==> config.mk <==
export PLATFORM = sky130hd
export DESIGN_NAME = placement_proximity_cmp
export DESIGN_NICKNAME = d
export VERILOG_FILES = /design/src/rtl/placement_collision_checker_pkg.sv /design/src/rtl/placement_collision_checker_proximity_cmp.sv
export SDC_FILE = /design/constraint.sdc
export NUM_CORES = 1
export LEC_CHECK = 0
export ABC_AREA = 1
export CAP_MARGIN = 20
export CORE_ASPECT_RATIO = 0.75
export CORE_UTILIZATION = 46
export DETAILED_ROUTE_END_ITERATION = 8
export GPL_TIMING_DRIVEN = 0
export MAX_ROUTING_LAYER = met4
export PLACE_DENSITY = 0.88
export SYNTH_ARGS = -nofsm -noshare
export SYNTH_HDL_FRONTEND = slang
export SYNTH_SLANG_ARGS = --single-unit
==> constraint.sdc <==
create_clock -name vclk -period 2.43
set_input_delay 0.486 -clock vclk [all_inputs]
set_output_delay 0.486 -clock vclk [all_outputs]
set_load 0.01 [all_outputs]
==> src/rtl/placement_collision_checker_pkg.sv <==
// Shared constants and types for the setup-phase placement collision checker.
package placement_collision_checker_pkg;

    localparam int X_bits         = 8;
    localparam int Y_bits         = 7;
    localparam int PIXELS_X       = 160;
    localparam int PIXELS_Y       = 120;
    localparam int NEST_num       = 4;
    localparam int SUGARPATCH_num = 8;
    localparam int ENTRIES        = 16;
    localparam int ENTRY_bits     = 4;
    localparam int MIN_SEP        = 4;

    typedef enum logic {
        NEST  = 1'b0,
        PATCH = 1'b1
    } place_type_e;

    typedef struct packed {
        logic [X_bits-1:0] x;
        logic [Y_bits-1:0] y;
        place_type_e       ptype;
    } placement_t;

endpackage

==> src/rtl/placement_collision_checker_proximity_cmp.sv <==
// Compares one stored placement against the query point using a Chebyshev
// box of radius MIN_SEP. Purely combinational; no coordinate wrap.
module placement_proximity_cmp
    import placement_collision_checker_pkg::*;
(
    input  logic              entry_valid,
    input  placement_t        entry,
    input  logic [X_bits-1:0] query_x,
    input  logic [Y_bits-1:0] query_y,
    output logic              hit
);

    logic signed [X_bits:0] dx_s;
    logic signed [Y_bits:0] dy_s;
    logic        [X_bits:0] dx_mag_s;
    logic        [Y_bits:0] dy_mag_s;
    logic                   hit_s;

    // Signed differences one bit wider than the coordinates, then magnitudes.
    always_comb begin
        dx_s = $signed({1'b0, query_x}) - $signed({1'b0, entry.x});
        dy_s = $signed({1'b0, query_y}) - $signed({1'b0, entry.y});
        if (dx_s[X_bits]) begin
            dx_mag_s = -dx_s;
        end else begin
            dx_mag_s = dx_s;
        end
        if (dy_s[Y_bits]) begin
            dy_mag_s = -dy_s;
        end else begin
            dy_mag_s = dy_s;
        end
        hit_s = entry_valid
              && (dx_mag_s <= (X_bits+1)'(MIN_SEP))
              && (dy_mag_s <= (Y_bits+1)'(MIN_SEP));
    end

    assign hit = hit_s;

endmodule

Word-level counts from Yosys, hierarchy flattened
Index checks and enable logic that the tools add are counted.
{"block": "word_totals", "regBits": 0, "input_bits": 32, "output_inout_bits": 1, "wordCells": 10}
{"block": "classes", "add_sub_neg": 4, "order_cmp": 2, "n_mux": 2, "reduce_logical": 2}
{"cell": "less-or-equal comparator 9 x 3 -> 1 bit, second input constant", "count": 1}
{"cell": "two-way mux 9 bit", "count": 1}
{"cell": "negation 9 bit", "count": 1}
{"cell": "subtractor 8 x 8 -> 9 bit", "count": 1}
{"cell": "less-or-equal comparator 8 x 3 -> 1 bit, second input constant", "count": 1}
{"cell": "two-way mux 8 bit", "count": 1}
{"cell": "negation 8 bit", "count": 1}
{"cell": "subtractor 7 x 7 -> 8 bit", "count": 1}
{"cell": "logical AND 1 bit", "count": 2}

Depth between registers and ports, before layout
Gate-level depths: netlist of run 1.
{"block": "logic_depth", "word_depth": 6, "mapped_depth": 17, "ltp_nobuf": 17}

Least setup slack after synthesis of run 1
Ideal clock, no wire load.
{"block": "synth_timing", "path_kind": "input port to output port", "startpoint": "input query_x[0]", "endpoint": "output hit", "t_arrival_ps": 2142, "t_required_ps": 1944, "slack_ps": -198, "stages": 16, "n_path_buf": 0, "cell_sequence": "inv_1 > ha_1 > inv_1 > fa_1 > nand2_1 > nand2_2 > nand2_1 > xor2_2 > inv_1 > nor2_1 > nand2_1 > nor2_1 > o21ai_1 > clkinv_1 > nand3_1 > nor2_1"}
{"block": "synth_between", "elab_chain_len": 6}
{"element": "start, declared", "line_no": "placement_collision_checker_proximity_cmp.sv:8", "text": "input logic [X_bits-1:0] query_x,"}
{"element": "subtractor 8 x 8 -> 9 bit *", "line_no": "placement_collision_checker_proximity_cmp.sv:21", "text": "dx_s = $signed({1'b0, query_x}) - $signed({1'b0, entry.x});"}
{"element": "negation 9 bit", "line_no": "placement_collision_checker_proximity_cmp.sv:24", "text": "dx_mag_s = -dx_s;"}
{"element": "two-way mux 9 bit *", "line_no": "placement_collision_checker_proximity_cmp.sv:23", "text": "if (dx_s[X_bits]) begin"}
{"element": "less-or-equal comparator 9 x 3 -> 1 bit *", "line_no": "placement_collision_checker_proximity_cmp.sv:34", "text": "&& (dx_mag_s <= (X_bits+1)'(MIN_SEP))"}
{"element": "logical AND 1 bit *", "line_no": "placement_collision_checker_proximity_cmp.sv:34"}
{"element": "logical AND 1 bit *", "line_no": "placement_collision_checker_proximity_cmp.sv:35", "text": "&& (dy_mag_s <= (Y_bits+1)'(MIN_SEP));"}
{"element": "end, declared", "line_no": "placement_collision_checker_proximity_cmp.sv:10", "text": "output logic hit"}
Every way passes the cells marked *; elsewhere a longest branch is shown, timed or not.

Final worst setup path of run 1
{"block": "layout_timing", "startpoint": "input entry[10] in the netlist's numbering", "endpoint": "output hit"}
{"block": "layout_between", "elab_chain_len": 6}
{"element": "start, declared", "line_no": "placement_collision_checker_proximity_cmp.sv:7", "text": "input placement_t entry,"}
{"element": "subtractor 8 x 8 -> 9 bit *", "line_no": "placement_collision_checker_proximity_cmp.sv:21"}
{"element": "negation 9 bit", "line_no": "placement_collision_checker_proximity_cmp.sv:24"}
{"element": "two-way mux 9 bit *", "line_no": "placement_collision_checker_proximity_cmp.sv:23"}
{"element": "less-or-equal comparator 9 x 3 -> 1 bit *", "line_no": "placement_collision_checker_proximity_cmp.sv:34"}
{"element": "logical AND 1 bit *", "line_no": "placement_collision_checker_proximity_cmp.sv:34"}
{"element": "logical AND 1 bit *", "line_no": "placement_collision_checker_proximity_cmp.sv:35"}
Marks and branches as above.

==> qor.csv, run 1 <==
metric,value,unit
vias,1828,
syn_area_per_cell,5.20,sq um
final_common_cell,nand2_1,
hpwlAfterDp,2320,um
detail-route-antenna-nets,0,
cp-start-kind,input port,
register_area,0,sq um
first_iter_violations,252,
hold_viol,0,
pwr-share-comb,100.0,%
violations,negative setup slack,
place_ws,-1.36,ns
clock_buffers,0,
area_growth,74.9,%
status,"complete, but fails checks",
maxSlewViolCount,0,
finalCritPeriodShare,130,%
relSlewSlack,79.6,%
seq_area_frac_synth,0,%
seq_cells,0,
grt_use_total,32.5,%
synth_cells,219,
num_antenna_cells,0,
finalWeightedCongestion,0.850,
final_cell_mix,"nand2_1, inv_1, inv_2, dlygate4sd2_1, nand3_1",
switchingPower,366,uW
num_rows,15,
required,1.94,ns
die_x,59.4,um
fin_hold_ws,1.73,ns
hp-start,entry_valid,
first_pass_iters,6,
route.detailed.drc,0,
syn_nets,268,
setup_viol,1,
wl,5160,um
utilization,85.6,%
rsz0062_at_grt,true,
core_area,2330,sq um
layout.nets,315,
leakage,0.000980,uW
drv_cap,0,
via_per_inst,6.13,
worstSetupEndpointType,primary output,
grt_pass1_wl,6540,um
min_to,hit,
dieArea,2680,sq um
wl_per_cell,17.3,um
antenna_found_initial,0,
min_period,3.15,ns
yosys_warnings,0,
worst_slew_pin_slew,0.305,ns
grt_pass1_vias,1570,
pwr_density_cell,312,nW/um^2
ctsHoldBuffers,0,
fp.dieH,45.1,um
crit_arrival,2.67,ns
overflow,0,
path_class,in2out,
io_buffers,32,
ys_types,27,
drive_gt1_share,38.6,%
p_int,256,uW
p_clk_share,0,%
cp_max_fo,4,
p_seq_share,0,%
hold_class,in2out,
swShare,58.9,%
grt_max_degree,9,
peakVddDrop,0.181,mV
hold_depth,6,
worst_slack,-0.721,ns
synthesis.area,1140,sq um
timing.fmax,317,MHz
ios,33,
initial_utilization,48.9,%
==> critical path, stage by stage <==
cell           delay (ns)
dlygate4sd2_1        0.26
inv_2                0.07
ha_4                 0.22
a21oi_2              0.19
nand2_1              0.16
nand2_1              0.10
nand2_1              0.09
inv_1                0.08
nand2_1              0.11
nor2_2               0.14
nand2_1              0.11
nor2_1               0.19
o21ai_1              0.10
clkinv_1             0.06
nand3_2              0.09
nor2_4               0.09
buf_6                0.10
==> metal layers <==
metal	GRT usage [%]	part of all wire, %	vias up
met1	41.6	37	820
met5	-	0	-
met4	12.9	5.2	0
li1	-	-	776
met3	3.15	12	48
met2	53.0	47	184
==> through the flow <==
step / total power, uW / TNS (ns) / area, sq um / cells
after floorplan: 296 / -0.0846 / 1200 / 219
after global placement: 392 / -1.32 / 1560 / 285
after detailed placement: 404 / -1.36 / 1560 / 285
after CTS: 504 / -0.449 / 1890 / 296
after global routing: 662 / -0.798 / 1990 / 298
final: 622 / -0.721 / 1990 / 298
==> cell type report <==
type / instances / area [sq um]
tap: 34 / 42.5
timing repair buffer: 45 / 402
inverter: 48 / 193
fill: 129 / 335
multi-input combinational: 171 / 1360
==> cell usage after synthesis, drive strengths merged <==
cell	n	share of area [%]
or2	2	1.3
nand4	6	3.3
a21oi	10	5.1
o21ai	5	2.2
xor2	4	3.7
o211ai	1	0.66
fa	2	3.5
nor3	2	1.3
o21a	1	0.66
o21bai	1	0.66
ha	15	16
xnor2	2	1.5
inv	46	15
nand2	74	25
clkinv	2	0.66
nand3	24	11
nor2	22	7.5
==> cells by family (layout without fill, tap and decap cells) <==
group           Yosys count  in the layout  synth area share (%)
compound gates           18             18                  9.23
buf+inv                  48             93                  15.8
fa+ha+maj                17             17                  20.0
simple gates            130            130                  49.7
xor+xnor                  6              6                  5.28
==> worst max path at each step <==
stage | start | to | slack [ns] | cells after the start
5_1_grt | query_x[1] | hit | -0.80 | 16
3_3_place_gp | query_x[0] | hit | -1.32 | 18
3_5_place_dp | query_x[0] | hit | -1.36 | 19
2_1_floorplan | query_x[0] | hit | -0.08 | 16
6_report | entry[10] | hit | -0.72 | 17
4_1_cts | query_x[0] | hit | -0.45 | 18
==> power by group through the flow <==
| stage | Combinational, uW | Clock [uW] | Sequential, uW |
|---|---|---|---|
| 6_report | 622 | 0 | 0 |
| 5_1_grt | 662 | 0 | 0 |
| 4_1_cts | 504 | 0 | 0 |
| 3_5_place_dp | 404 | 0 | 0 |
| 3_3_place_gp | 392 | 0 | 0 |
| 2_1_floorplan | 296 | 0 | 0 |
==> timing repair <==
item                                    4_1_cts  5_1_grt
setup buffers                                11        2
pin swaps                                    48       17
resized for setup                           103       20
endpoints found under the setup margin        1        1
(Power assumes the default switching activity.)
==> run 2: changes to the inputs <==
--- a/config.mk
+++ b/config.mk
@@ -13,6 +13,7 @@
 export GPL_TIMING_DRIVEN = 0
 export MAX_ROUTING_LAYER = met4
 export PLACE_DENSITY = 0.88
+export SETUP_SLACK_MARGIN = 0.2
 export SYNTH_ARGS = -nofsm -noshare
 export SYNTH_HDL_FRONTEND = slang
 export SYNTH_SLANG_ARGS = --single-unit
==> results of run 2 <==
The final DEF is identical to that of run 1; final timing and power are the same.
==> run 3: changes to the inputs <==
--- a/config.mk
+++ b/config.mk
@@ -8,11 +8,11 @@
 export ABC_AREA = 1
 export CAP_MARGIN = 20
 export CORE_ASPECT_RATIO = 0.75
-export CORE_UTILIZATION = 46
+export CORE_UTILIZATION = 35
 export DETAILED_ROUTE_END_ITERATION = 8
 export GPL_TIMING_DRIVEN = 0
 export MAX_ROUTING_LAYER = met4
-export PLACE_DENSITY = 0.88
+export PLACE_DENSITY = 0.71
 export SETUP_SLACK_MARGIN = 0.2
 export SYNTH_ARGS = -nofsm -noshare
 export SYNTH_HDL_FRONTEND = slang
==> constraint.sdc (replaced) <==
create_clock -name vclk -period 2.43
set_input_delay 0.486 -clock vclk [all_inputs]
set_output_delay 0.486 -clock vclk [all_outputs]
set_load 0.02 [all_outputs]
==> run 3 against run 2 <==
Against the previous run: the run still ends with negative setup slack left; power is 0.60% lower; global-route usage is 13 points lower; core utilization is 17 points lower; clock-buffer cell count stayed put; routed wire length is 28% lower; maximum frequency is 7.8% higher; cell count is 2.7% higher; via count is 17% lower; worst hold slack better by 0.0016 ns; largest cell class unchanged; highest routed layer unchanged.
==> qor.csv, run 3 (synthesis results as in run 1) <==
metric,value,unit
status,"complete, but fails checks",
violations,negative setup slack,
required,1.94,ns
clock_buffers,0,
via_per_inst,4.97,
ios,33,
dpl_cell_area,1560,sq um
final_common_cell,nand2_1,
peakVddDrop,0.148,mV
drv_cap,0,
path_class,in2out,
first_iter_violations,60,
detail-route-antenna-nets,0,
grt_pass1_vias,1262,
grt_use_total,19.8,%
grt_pass1_wl,5250,um
wl_per_cell,12.2,um
worst_path_largest_cell_delay,0.38,ns
final_area,2080,sq um
worst_slack,-0.493,ns
hpwlAfterDp,2130,um
timing.fmax,342,MHz
vias,1521,
first_pass_iters,4,
core_area,3020,sq um
finalCritPeriodShare,120,%
utilization,69.0,%
min_period,2.92,ns
pwr_density_cell,297,nW/um^2
rsz0062_at_grt,true,
fp.dieH,51.4,um
wl,3740,um
setup_viol,1,
fin_hold_ws,1.74,ns
antenna_found_initial,0,
cp-start-kind,input port,
hold_class,in2out,
hold_viol,0,
register_area,0,sq um
crit_arrival,2.44,ns
seq_cells,0,
grt_max_degree,8,
fill_cells,239,
overflow,0,
area_growth,83.0,%
cp_slowest_cell,fa_2,
final_cell_mix,"nand2_1, inv_2, inv_1, dlygate4sd2_1",
worst_slew_pin_slew,0.301,ns
finalWeightedCongestion,0.841,
die_x,67.9,um
maxSlewViolCount,0,
multiInputGateArea,1410,sq um
drive_gt1_share,44.8,%
path_cells,buf_2 > ha_4 > fa_2 > inv_2 > nand2_2 > nand2_1 > nand2_2 > nand2_4 > nor2_4 > buf_4 > nand3_1 > nand2_1 > nand2_1 > nand3_2 > nor2_4 > o21ai_2 > nor2_4 > buf_6,
cp_max_fo,4,
leakage,0.00106,uW
io_buffers,32,
initial_utilization,37.7,%
worstSetupEndpointType,primary output,
layout.nets,319,
relSlewSlack,79.9,%
route.detailed.drc,0,
num_rows,17,
dieArea,3490,sq um
place_ws,-1.41,ns
num_antenna_cells,0,
## run 3: routing by layer
layer / vias to the layer above / track usage, % / routed length [um]
met4: 0 / 4.51 / 36
met2: 38 / 31.2 / 1810
met3: 4 / 1.12 / 129
met5: - / - / 0
met1: 693 / 27.5 / 1760
li1: 786 / - / -
## run 3: timing repair
action / 4_1_cts / 5_1_grt
buffers inserted: 14 / 3
setup endpoints to repair: 1 / 1
hold buffers: 0 / 0
resized for setup: 107 / 47
pin swaps: 44 / 29
## run 3: worst paths after layout
kind                   startpoint  end  slack (ns)  cells past startpoint
worst max-delay path     entry[1]  hit       -0.49                     18
worst min-delay path  entry_valid  hit        1.74                      6
## run 3: metrics by stage
step / cells / power [uW] / setup TNS [ns]
6_report: 306 / 618 / -0.493
5_1_grt: 306 / 670 / -0.588
4_1_cts: 303 / 509 / -0.427
3_5_place_dp: 289 / 401 / -1.41
3_3_place_gp: 289 / 397 / -1.40
2_1_floorplan: 219 / 296 / -0.127
## run 3: area by class of cell
type,count,share of cell area (%)
multi-input cells,171,67.5
repair buffers,49,21.0
inverters,48,9.25
well taps,38,2.28
## run 3: power by group
group	leakage [uW]	total [uW]	switching [uW]	internal, uW
logic	0.00106	618	342	276
registers	0	0	0	0
clock network	0	0	0	0
## run 3: worst max-delay path: cells and delay by family
kind | cells | cell delay, ns
AOI/OAI and AO/OA | 1 | 0.07
adders and majority gates | 2 | 0.55
buffers and inverters | 4 | 0.45
and+or+nand+nor | 11 | 0.88
